File: config.mk
export PLATFORM = sky130hd
export DESIGN_NAME = firebird7_in_gate2_ijtag_seq_ctrl
export DESIGN_NICKNAME = d
export VERILOG_FILES = /design/src/rtl/firebird7_in_gate2_ijtag_seq_pkg.sv /design/src/rtl/firebird7_in_gate2_ijtag_seq_shifter.sv /design/src/rtl/firebird7_in_gate2_ijtag_seq_ctrl.sv
export SDC_FILE = /design/constraint.sdc
export NUM_CORES = 1
export LEC_CHECK = 0
export CORE_MARGIN = 4
export CORE_UTILIZATION = 56
export CTS_CLUSTER_DIAMETER = 80
export DETAILED_ROUTE_END_ITERATION = 8
export HOLD_SLACK_MARGIN = 0.06
export PLACE_DENSITY = 0.8
export SYNTH_ARGS = -nofsm -noshare
export SYNTH_HDL_FRONTEND = slang
export SYNTH_HIERARCHICAL = 1
export SYNTH_SLANG_ARGS = --single-unit
File: constraint.sdc
create_clock -name ijtag_tck -period 2.8 [get_ports ijtag_tck]
set_input_delay 0.42 -clock ijtag_tck [delete_from_list [all_inputs] [get_ports ijtag_tck]]
set_output_delay 0.42 -clock ijtag_tck [all_outputs]
set_load 0.02 [all_outputs]
File: src/rtl/firebird7_in_gate2_ijtag_seq_pkg.sv
// Shared encodings and constants for the IJTAG SIB sequencing controller.
// Length and settle-counter widths live here so the shifter and the FSM agree.
package firebird7_in_gate2_ijtag_seq_pkg;

  localparam int LEN_W          = 6;
  localparam int WAIT_W         = 8;
  localparam int SETTLE_CYC_DEF = 2;

  typedef enum logic [3:0] {
    ST_IDLE,
    ST_OPEN_CAP,
    ST_OPEN_SHIFT,
    ST_OPEN_UPD,
    ST_OPEN_WAIT,
    ST_CAP,
    ST_SHIFT,
    ST_UPD,
    ST_WAIT,
    ST_RESP
  } state_t;

  // A host scan needs at least one bit and must fit the data register.
  function automatic logic len_legal(input logic [LEN_W-1:0] len, input int data_w);
    return (len != '0) && (len <= LEN_W'(data_w));
  endfunction

endpackage

File: src/rtl/firebird7_in_gate2_ijtag_seq_shifter.sv
// Scan datapath: si shift register, so capture register and the 0..N bit counter.
// One bit per cycle while enabled; no backpressure, the FSM owns sequencing.
module firebird7_in_gate2_ijtag_seq_shifter
  import firebird7_in_gate2_ijtag_seq_pkg::*;
#(
  parameter int DATA_W = 32
) (
  input  logic              clk,
  input  logic              rst_n,
  input  logic              clr,
  input  logic              load_open,
  input  logic              load_scan,
  input  logic              sr_shift,
  input  logic              sample,
  input  logic [LEN_W-1:0]  len,
  input  logic [DATA_W-1:0] data,
  input  logic              close,
  input  logic              so,
  output logic              si,
  output logic [DATA_W-1:0] cap,
  output logic              sib_err,
  output logic              cnt_done
);

  logic [DATA_W:0]    sr_q;
  logic [DATA_W:0]    scan_img;
  logic [LEN_W-1:0]   cnt_q;

  // Host bits below len, then the SIB control bit right after them.
  always_comb begin
    scan_img = '0;
    for (int i = 0; i < DATA_W; i++) begin
      if (LEN_W'(i) < len) scan_img[i] = data[i];
    end
    for (int i = 0; i <= DATA_W; i++) begin
      if (LEN_W'(i) == len) scan_img[i] = ~close;
    end
  end

  assign si       = sr_q[0];
  assign cnt_done = (cnt_q == len);

  always_ff @(posedge clk or negedge rst_n) begin
    if (!rst_n) begin
      sr_q    <= '0;
      cnt_q   <= '0;
      cap     <= '0;
      sib_err <= 1'b0;
    end else begin
      if (clr) begin
        sr_q    <= '0;
        cnt_q   <= '0;
        cap     <= '0;
        sib_err <= 1'b0;
      end else if (load_open) begin
        sr_q <= {{DATA_W{1'b0}}, 1'b1};
      end else if (load_scan) begin
        sr_q  <= scan_img;
        cnt_q <= '0;
      end else if (sr_shift) begin
        sr_q <= {1'b0, sr_q[DATA_W:1]};
      end

      // Sample 0 is the SIB cell; samples 1..N land in cap[0..N-1].
      if (sample) begin
        if (cnt_q == '0) sib_err <= so;
        for (int i = 0; i < DATA_W; i++) begin
          if (cnt_q == LEN_W'(i + 1)) cap[i] <= so;
        end
        if (!cnt_done) cnt_q <= cnt_q + LEN_W'(1);
      end
    end
  end

endmodule

File: src/rtl/firebird7_in_gate2_ijtag_seq_ctrl.sv
// IJTAG SIB scan sequencer: opens the SIB if needed, scans N host bits, reports capture.
// Latency N+10 edges (SIB closed) or N+5 (open) at SETTLE_CYC=2; response held until rsp_ready.
module firebird7_in_gate2_ijtag_seq_ctrl
  import firebird7_in_gate2_ijtag_seq_pkg::*;
#(
  parameter int DATA_W     = 32,
  parameter int SETTLE_CYC = SETTLE_CYC_DEF
) (
  input  logic              ijtag_tck,
  input  logic              ijtag_reset,
  input  logic              req_valid,
  output logic              req_ready,
  input  logic [LEN_W-1:0]  req_len,
  input  logic [DATA_W-1:0] req_data,
  input  logic              req_close,
  output logic              rsp_valid,
  input  logic              rsp_ready,
  output logic [DATA_W-1:0] rsp_data,
  output logic              rsp_err,
  output logic              sib_open,
  output logic              ijtag_sel,
  output logic              ijtag_ce,
  output logic              ijtag_se,
  output logic              ijtag_ue,
  output logic              ijtag_si,
  input  logic              ijtag_so
);

  state_t              state_q, state_d;
  logic [LEN_W-1:0]    len_q;
  logic [DATA_W-1:0]   data_q;
  logic                close_q;
  logic                len_err_q;
  logic                rst_done_q;
  logic [WAIT_W-1:0]   wait_q;
  logic                accept;
  logic                len_ok;
  logic                wait_done;
  logic                cnt_done;
  logic                sib_err;

  // rst_done_q keeps req_ready low until the first edge after reset release.
  assign req_ready = (state_q == ST_IDLE) && rst_done_q;
  assign accept    = req_valid && req_ready;
  assign len_ok    = len_legal(req_len, DATA_W);
  assign wait_done = (wait_q == WAIT_W'(SETTLE_CYC - 1));
  assign rsp_valid = (state_q == ST_RESP);
  assign rsp_err   = len_err_q | sib_err;

  always_ff @(posedge ijtag_tck or negedge ijtag_reset) begin
    if (!ijtag_reset) begin
      state_q    <= ST_IDLE;
      rst_done_q <= 1'b0;
      len_q      <= '0;
      data_q     <= '0;
      close_q    <= 1'b0;
      len_err_q  <= 1'b0;
      sib_open   <= 1'b0;
      wait_q     <= '0;
    end else begin
      state_q    <= state_d;
      rst_done_q <= 1'b1;
      if (accept) begin
        len_q     <= req_len;
        data_q    <= req_data;
        close_q   <= req_close;
        len_err_q <= ~len_ok;
      end
      if (state_q == ST_OPEN_UPD)  sib_open <= 1'b1;
      else if (state_q == ST_UPD)  sib_open <= ~close_q;
      if (state_q == ST_OPEN_WAIT || state_q == ST_WAIT) wait_q <= wait_q + WAIT_W'(1);
      else                                               wait_q <= '0;
    end
  end

  always_comb begin
    state_d   = state_q;
    ijtag_sel = 1'b1;
    ijtag_ce  = 1'b0;
    ijtag_se  = 1'b0;
    ijtag_ue  = 1'b0;
    unique case (state_q)
      ST_IDLE: begin
        ijtag_sel = 1'b0;
        if (accept) begin
          if (!len_ok)       state_d = ST_RESP;
          else if (sib_open) state_d = ST_CAP;
          else               state_d = ST_OPEN_CAP;
        end
      end
      ST_OPEN_CAP: begin
        ijtag_ce = 1'b1;
        state_d  = ST_OPEN_SHIFT;
      end
      ST_OPEN_SHIFT: begin
        ijtag_se = 1'b1;
        state_d  = ST_OPEN_UPD;
      end
      ST_OPEN_UPD: begin
        ijtag_ue = 1'b1;
        state_d  = ST_OPEN_WAIT;
      end
      ST_OPEN_WAIT: if (wait_done) state_d = ST_CAP;
      ST_CAP: begin
        ijtag_ce = 1'b1;
        state_d  = ST_SHIFT;
      end
      ST_SHIFT: begin
        ijtag_se = 1'b1;
        if (cnt_done) state_d = ST_UPD;
      end
      ST_UPD: begin
        ijtag_ue = 1'b1;
        state_d  = ST_WAIT;
      end
      ST_WAIT: if (wait_done) state_d = ST_RESP;
      ST_RESP: begin
        ijtag_sel = 1'b0;
        if (rsp_ready) state_d = ST_IDLE;
      end
      default: begin
        ijtag_sel = 1'b0;
        state_d   = ST_IDLE;
      end
    endcase
  end

  firebird7_in_gate2_ijtag_seq_shifter #(
    .DATA_W (DATA_W)
  ) u_shifter (
    .clk       (ijtag_tck),
    .rst_n     (ijtag_reset),
    .clr       (accept),
    .load_open (state_q == ST_OPEN_CAP),
    .load_scan (state_q == ST_CAP),
    .sr_shift  (state_q == ST_OPEN_SHIFT || state_q == ST_SHIFT),
    .sample    (state_q == ST_SHIFT),
    .len       (len_q),
    .data      (data_q),
    .close     (close_q),
    .so        (ijtag_so),
    .si        (ijtag_si),
    .cap       (rsp_data),
    .sib_err   (sib_err),
    .cnt_done  (cnt_done)
  );

endmodule

==> impl_metrics.toml, run 1 <==
[route]
drt-total-wl_um = 17700
post-route-drc-count = 0
vias = 5741
wl_met1_um = 7910
drt_iter0_drc = 664
route.met3.wl_um = 1350
postRouteAntennaNets = 0
firstDrtPassIters = 5
wl_met2_um = 8170
via_per_inst = 6.20
highest_layer = "met4"
wl_per_cell_um = 19.1

[global_route]
grt_pass1_wl_um = 29300
grt_max_degree = 59
grt.total_usage_pct = 25.4
grt_pass1_vias = 5572
grt_remaining_overflow = 0
antenna_found_initial = 0

[hold_path]
hp-class = "input port to async pin"

[final_layout]
diodes = 0
fillers = 854
register_area_sq_um = 3150
final_util_pct = 70.4
nNetsFinal = 795
multiInputGateArea_sq_um = 3550
drive_above_1_share_pct = 17.4
area_growth_pct = 22.0

[timing]
setup_viol = 0
slew_violations = 0
final.setup.tns_ns = 0
hold_viol = 0
tightest_slew_ns = 1.04
rsz0062_at_grt = "no"
max_freq_ghz = 0.373
clock-skew-final_ns = 0.00806
relSlewSlack_pct = 30.6
min_period_over_period_pct = 95.7
fin_crit_ns = 2.68

[clocking]
cts_max_level = 4
root_buffer = "clkbuf_16"
cts_tree = "yes"
cts_setup_buffers = 0
clk_path_buf_depth = 2
clkSinkCount = 126
clk_pin_slew_ns = 0.05
clkLatencyLatePin_ns = 0.41
numCtsBuffers = 17

[floorplan]
die_x_um = 120
die_area_sq_um = 14400
start_util_pct = 57.7
core_area_sq_um = 12200
io-pin-count = 85
dieHeight_um = 120
num_rows = 40

[logic_synthesis]
syn_avg_cell_area_sq_um = 10.3
synth_fa_ha_area_share_pct = 1.07
yosys_warnings = 6
synthMuxAreaShare_pct = 12.3
synthArstFlopShare_pct = 100
synth_edf_count = 0
synth_simple_gate_area_share_pct = 17.9
ys.flop_type = "dfrtp_1"
syn-num-nets = 732
synth_xor_area_share_pct = 1.87
synth-compound-area-share_pct = 17.2
yosys.area.top_type = "dfrtp_1"
ys_top_cells_by_area = "dfrtp_1 (45%), mux2_4 (8.3%), o21ai_0 (4.1%)"
netlist_area_sq_um = 7020
synth-seq-cells = 126
ys_seq_area_share_pct = 44.9
syn_inst = 682
synth_top_family_by_area = "simple AND/OR/NAND/NOR gates"
yosysUniqueCellTypes = 73
yosys.area.top_type_share_pct = 44.9

[outcome]
status = "finished clean"

[worst_setup_path]
cp.arrival_ns = 2.26
crit_type = "flop to output port"
cp_max_fo = 11
crit_chain = "or3_4 > nor3b_4 > clkdlybuf4s50_1"
crit_slowest_cell = "clkdlybuf4s50_1"
cp_data_required_time_ns = 2.38
max_stage_delay_ns = 0.67
cp-start-kind = "flop"
end_kind = "output port"

[pwr]
power_density_nw_per_um2 = 1110
internal-power_uw = 5900
share_seq_of_total_power_pct = 32.8
p_sw_uw = 3630
p_leak_uw = 0.00369
clockPowerShare_pct = 23.6
p_comb_share_pct = 43.6
ir_drop_v = 0.000602
netSwitchingFraction_pct = 38.1

[placement]
portBuffers = 84
dpl.hpwl_um = 11800
gp_congestion = 0.876

[run]
cap_violations = 0
[power by group through the flow]
| stage | combinational (uW) | sequential (uW) | clock [uW] |
|---|---|---|---|
| after detailed placement | 4040 | 3120 | 0 |
| after CTS | 4100 | 3100 | 2280 |
| final | 4150 | 3130 | 2250 |
| after global routing | 4490 | 3200 | 2370 |
| after global placement | 3940 | 3080 | 0 |
| after floorplan | 2930 | 2990 | 0 |
[layer usage]
layer  GRT usage [%]  vias to the layer above
met5               0                        -
met4            9.09                        0
met3            5.61                       26
met2            38.0                      298
met1            36.5                     2800
li1                -                     2617
[registers in the layout (all words and copies together), names as in the netlist, 4 cells and up]
signal           flops
u_shifter/cnt_q      6
state_q              4
u_shifter/sr_q      33
wait_q               8
len_q                6
u_shifter/cap       32
data_q              32
[cells in the final DEF (no fill, tap or decap), types with 4 or more instances in the layout]
master             n
xor2_1             7
a311oi_1           4
nand2_1           53
nand4_1            4
clkbuf_8           4
a31oi_1           18
o211ai_1           9
inv_1             12
or2_2              5
clkbuf_16         17
mux2_4            39
o31ai_1           27
a22oi_1            5
dfrtp_1          126
ha_1               6
a211oi_1          20
o21ai_0           58
mux2_2            21
o21a_1             5
nor3b_2            4
a21oi_1            9
nand2b_1           6
clkdlybuf4s50_1   83
nor2b_1           42
nand3_1           23
nor2_1            28
mux2i_1            4
clkbuf_1           5
nand3b_1           8
xnor2_1            8
buf_4             16
nor3_1            11
[timing repair]
item / 4_1_cts / 5_1_grt
endpoints found under the setup margin: 0 / 1
resized for setup: 0 / 1
hold endpoints to repair: 32 / 0
hold buffers: 1 / 0
[kinds of logic (layout without fill, tap and decap cells)]
group / after synthesis / in the layout
fa+ha+maj: 6 / 6
mux: 64 / 64
other cells: 1 / 1
buf+inv: 70 / 146
compound gates: 180 / 180
xor+xnor: 15 / 15
flops: 126 / 126
simple gates: 220 / 220
[per-stage QoR]
step / instances / total power [uW] / area (sq um) / hold WS (ns) / setup WS, ns
2_1_floorplan: 682 / 5920 / 7020 / 0.124 / 0.352
3_3_place_gp: 893 / 7010 / 7940 / 0.396 / 0.455
3_5_place_dp: 893 / 7160 / 7940 / 0.406 / 0.335
4_1_cts: 926 / 9470 / 8560 / 0.517 / 0.0916
5_1_grt: 926 / 10100 / 8560 / 0.535 / 0.0258
6_report: 926 / 9530 / 8560 / 0.511 / 0.120
[layout make-up]
class	instances	area share [%]
Sequential cell	126	36.8
Clock buffer	26	5.83
Timing Repair Buffer	102	11.7
Tap cell	168	2.45
Clock inverter	6	1.23
Inverter	12	0.526
Multi-Input combinational cell	486	41.5
[worst paths after layout]
| path | endpoint | slack [ns] | startpoint | depth (start not counted) |
|---|---|---|---|---|
| min reg2reg | data_q[19] | 0.52 | data_q[19] | 1 |
| min in group ijtag_tck | data_q[19] | 0.52 | data_q[19] | 1 |
| min | u_shifter/cap[13] | 0.51 | ijtag_reset | 2 |
| max in group asynchronous | u_shifter/sr_q[11] | 1.43 | ijtag_reset | 3 |
| max reg2reg | u_shifter/cnt_q[3] | 0.22 | state_q[0] | 7 |
| max | req_ready | 0.12 | state_q[1] | 3 |
[worst max-delay path, delay by kind of cell, from the launching register on]
family | cells | cell delay (ns)
flip-flops | 1 | 0.49
buffers and inverters | 1 | 0.67
AND/OR/NAND/NOR | 2 | 0.69
[cells in the mapped netlist, types with 4 or more instances]
cell type / n
a211oi_1: 20
nand2_1: 53
o211ai_1: 9
buf_2: 20
a31oi_1: 18
ha_1: 6
xnor2_1: 8
nor2b_1: 42
buf_6: 4
a311oi_1: 4
inv_1: 12
mux2i_1: 4
o21ai_0: 58
nand3_1: 23
o31ai_1: 27
and2_1: 4
mux2_4: 39
xor2_1: 7
nand3b_1: 8
a21oi_1: 9
a22oi_1: 5
dfrtp_1: 126
nand2b_1: 6
nor2_1: 28
nor3b_1: 5
nand4_1: 4
or2_2: 5
mux2_2: 21
o21a_1: 5
nor3_1: 11
clkbuf_1: 30
Note: power is estimated with default switching activity, not from simulation.
==> run 2: changes to the inputs <==
--- a/config.mk
+++ b/config.mk
@@ -6,11 +6,10 @@
 export NUM_CORES = 1
 export LEC_CHECK = 0
 export CORE_MARGIN = 4
-export CORE_UTILIZATION = 56
+export CORE_UTILIZATION = 31
 export CTS_CLUSTER_DIAMETER = 80
 export DETAILED_ROUTE_END_ITERATION = 8
 export HOLD_SLACK_MARGIN = 0.06
-export PLACE_DENSITY = 0.8
 export SYNTH_ARGS = -nofsm -noshare
 export SYNTH_HDL_FRONTEND = slang
 export SYNTH_HIERARCHICAL = 1
==> run 2 against run 1 <==
  * Global-route usage is 11 points lower
  * Die area rose by 75%
  * Cell count up 12%
  * Clock power grew 5%
  * Cell area is 2.2% higher
==> impl_metrics.toml, run 2 (synthesis gave the netlist of run 1 again) <==
[worst_setup_path]
cp_num_cells = 3
crit_slowest_cell = "clkdlybuf4s50_1"
end_kind = "output port"
crit_end = "req_ready"
r2r_end = "u_shifter/cnt_q[3]"
max_stage_delay_ns = 0.66
crit_chain = "or3_4 > nor3b_4 > clkdlybuf4s50_1"
cp-start-kind = "flop"
path_buf_inv = 1
rr_worst_depth = 8
r2r-start = "state_q[1]"
crit_start = "state_q[1]"
crit_family = "simple AND/OR/NAND/NOR gates"
crit_type = "flop to output port"
cp_data_required_time_ns = 2.38
rrSetupSlack_ns = 0.24
cp_max_fo = 11
cp.arrival_ns = 2.25

[route]
postRouteAntennaNets = 0
via_per_inst = 5.14
drt_iter0_drc = 305
post-route-drc-count = 0
vias = 5337
wl_per_cell_um = 17.0
drt-total-wl_um = 17700
firstDrtPassIters = 4

[timing]
final.setup.tns_ns = 0
slew_violations = 0
setup_viol = 0
tightest_slew_ns = 0.824
hold_viol = 0
relSlewSlack_pct = 45.0
rsz0062_at_grt = "no"
max_freq_ghz = 0.374
clock-skew-final_ns = 0.0120
min_period_over_period_pct = 95.5
fin_crit_ns = 2.67

[final_layout]
fillers = 2194
diodes = 0
largest_reg_flops = 33
regMostFlops = "u_shifter/sr_q"
drive_above_1_share_pct = 18.2
multiInputGateArea_sq_um = 3550
register_area_sq_um = 3150
top_regs = "u_shifter/sr_q: 33 flops, data_q: 32 flops, u_shifter/cap: 32 flops"
final_common_cell = "dfrtp_1"
fin_cells = 1039
nNetsFinal = 796
layout_common_cells = "dfrtp_1 (126), clkdlybuf4s50_1 (83), o21ai_0 (58)"
area_growth_pct = 24.7

[floorplan]
num_rows = 54
die_area_sq_um = 25100
start_util_pct = 31.9
die_x_um = 158
core_area_sq_um = 22000
io-pin-count = 85
dieHeight_um = 158

[global_route]
grt_max_degree = 65
antenna_found_initial = 0
grt_remaining_overflow = 0
grt_pass1_wl_um = 29100
grt.total_usage_pct = 14.5
grt_pass1_vias = 5311

[outcome]
status = "finished clean"

[clocking]
clk_path_buf_depth = 2
clkSinkCount = 126
cts_max_level = 4
root_buffer = "clkbuf_16"
numCtsBuffers = 17
cts_setup_buffers = 0
clkLatencyLatePin_ns = 0.42
clk_pin_slew_ns = 0.06
cts_tree = "yes"

[hold_path]
hp-class = "flop to flop"
min_from = "data_q[13]"
whs_path_depth = 1

[placement]
dp.cells = 1006
dpl.hpwl_um = 11700
gp_congestion = 0.810
portBuffers = 84

[pwr]
ir_drop_v = 0.000525
fin_total_pwr_uw = 9550
p_leak_uw = 0.00371
power_density_nw_per_um2 = 1090

[run]
cap_violations = 0
## run 2: cell count changes in the layout (fill, tap and decap cells not counted)
| cell | delta |
|---|---|
| bufinv_16 | +1 |
| nor3b_1 | +1 |
| clkinv_4 | +3 |
| nor2_1 | -1 |
| clkbuf_1 | -5 |
| clkinv_2 | -1 |
| nor3b_2 | -1 |
| clkinvlp_4 | +2 |
| inv_8 | +1 |
| inv_6 | +3 |
| nor2_2 | +1 |
| clkbuf_8 | -4 |
| buf_12 | +1 |
## run 2: worst min path at each step
stage                       endpoint  slack, ns
after CTS                 data_q[13]       0.51
after floorplan              close_q       0.12
final                     data_q[13]       0.51
after global routing       data_q[1]       0.53
after global placement    data_q[18]       0.43
after detailed placement  data_q[18]       0.43
## run 2: where the power goes
part	switching, uW	internal [uW]
clock network	869	1500
registers	562	2490
logic	2190	1940
total	3620	5930
## run 2: routing by layer
layer	track usage [%]	share of wire (%)	vias to the layer above
met1	21.1	49	2621
met3	3.89	4.1	10
li1	-	-	2614
met5	0	0	-
met2	21.7	47	92
met4	3.29	0.72	0
## run 2: timing repair
action / 4_1_cts / 5_1_grt
resized for setup: 0 / 1
endpoints found under the setup margin: 0 / 1
endpoints found under the hold margin: 38 / 0
hold buffers: 1 / 0
## run 2: stage by stage
stage / hold slack [ns] / setup WS [ns] / utilization, % / cell area [sq um]
2_1_floorplan: 0.124 / 0.352 / - / 7020
3_5_place_dp: 0.433 / 0.208 / 36.8 / 8100
6_report: 0.510 / 0.126 / 39.7 / 8750
5_1_grt: 0.529 / 0.0292 / 39.7 / 8750
4_1_cts: 0.512 / 0.112 / 39.7 / 8750
3_3_place_gp: 0.432 / 0.289 / 36.8 / 8100
## run 2: cell type report
class / instances / area share (%)
clock buffers: 17 / 4.86
clock inverters: 15 / 2.39
inverters: 12 / 0.515
multi-input cells: 486 / 40.5
flip-flops and latches: 126 / 36.0
well taps: 280 / 4.00
repair buffers: 103 / 11.7
## run 2: worst register-to-register path, delay by kind of cell, from the launching register on
kind | cells | cell delay [ns]
simple gates | 4 | 0.90
flops | 1 | 0.49
buf+inv | 2 | 0.45
compound gates | 2 | 0.58
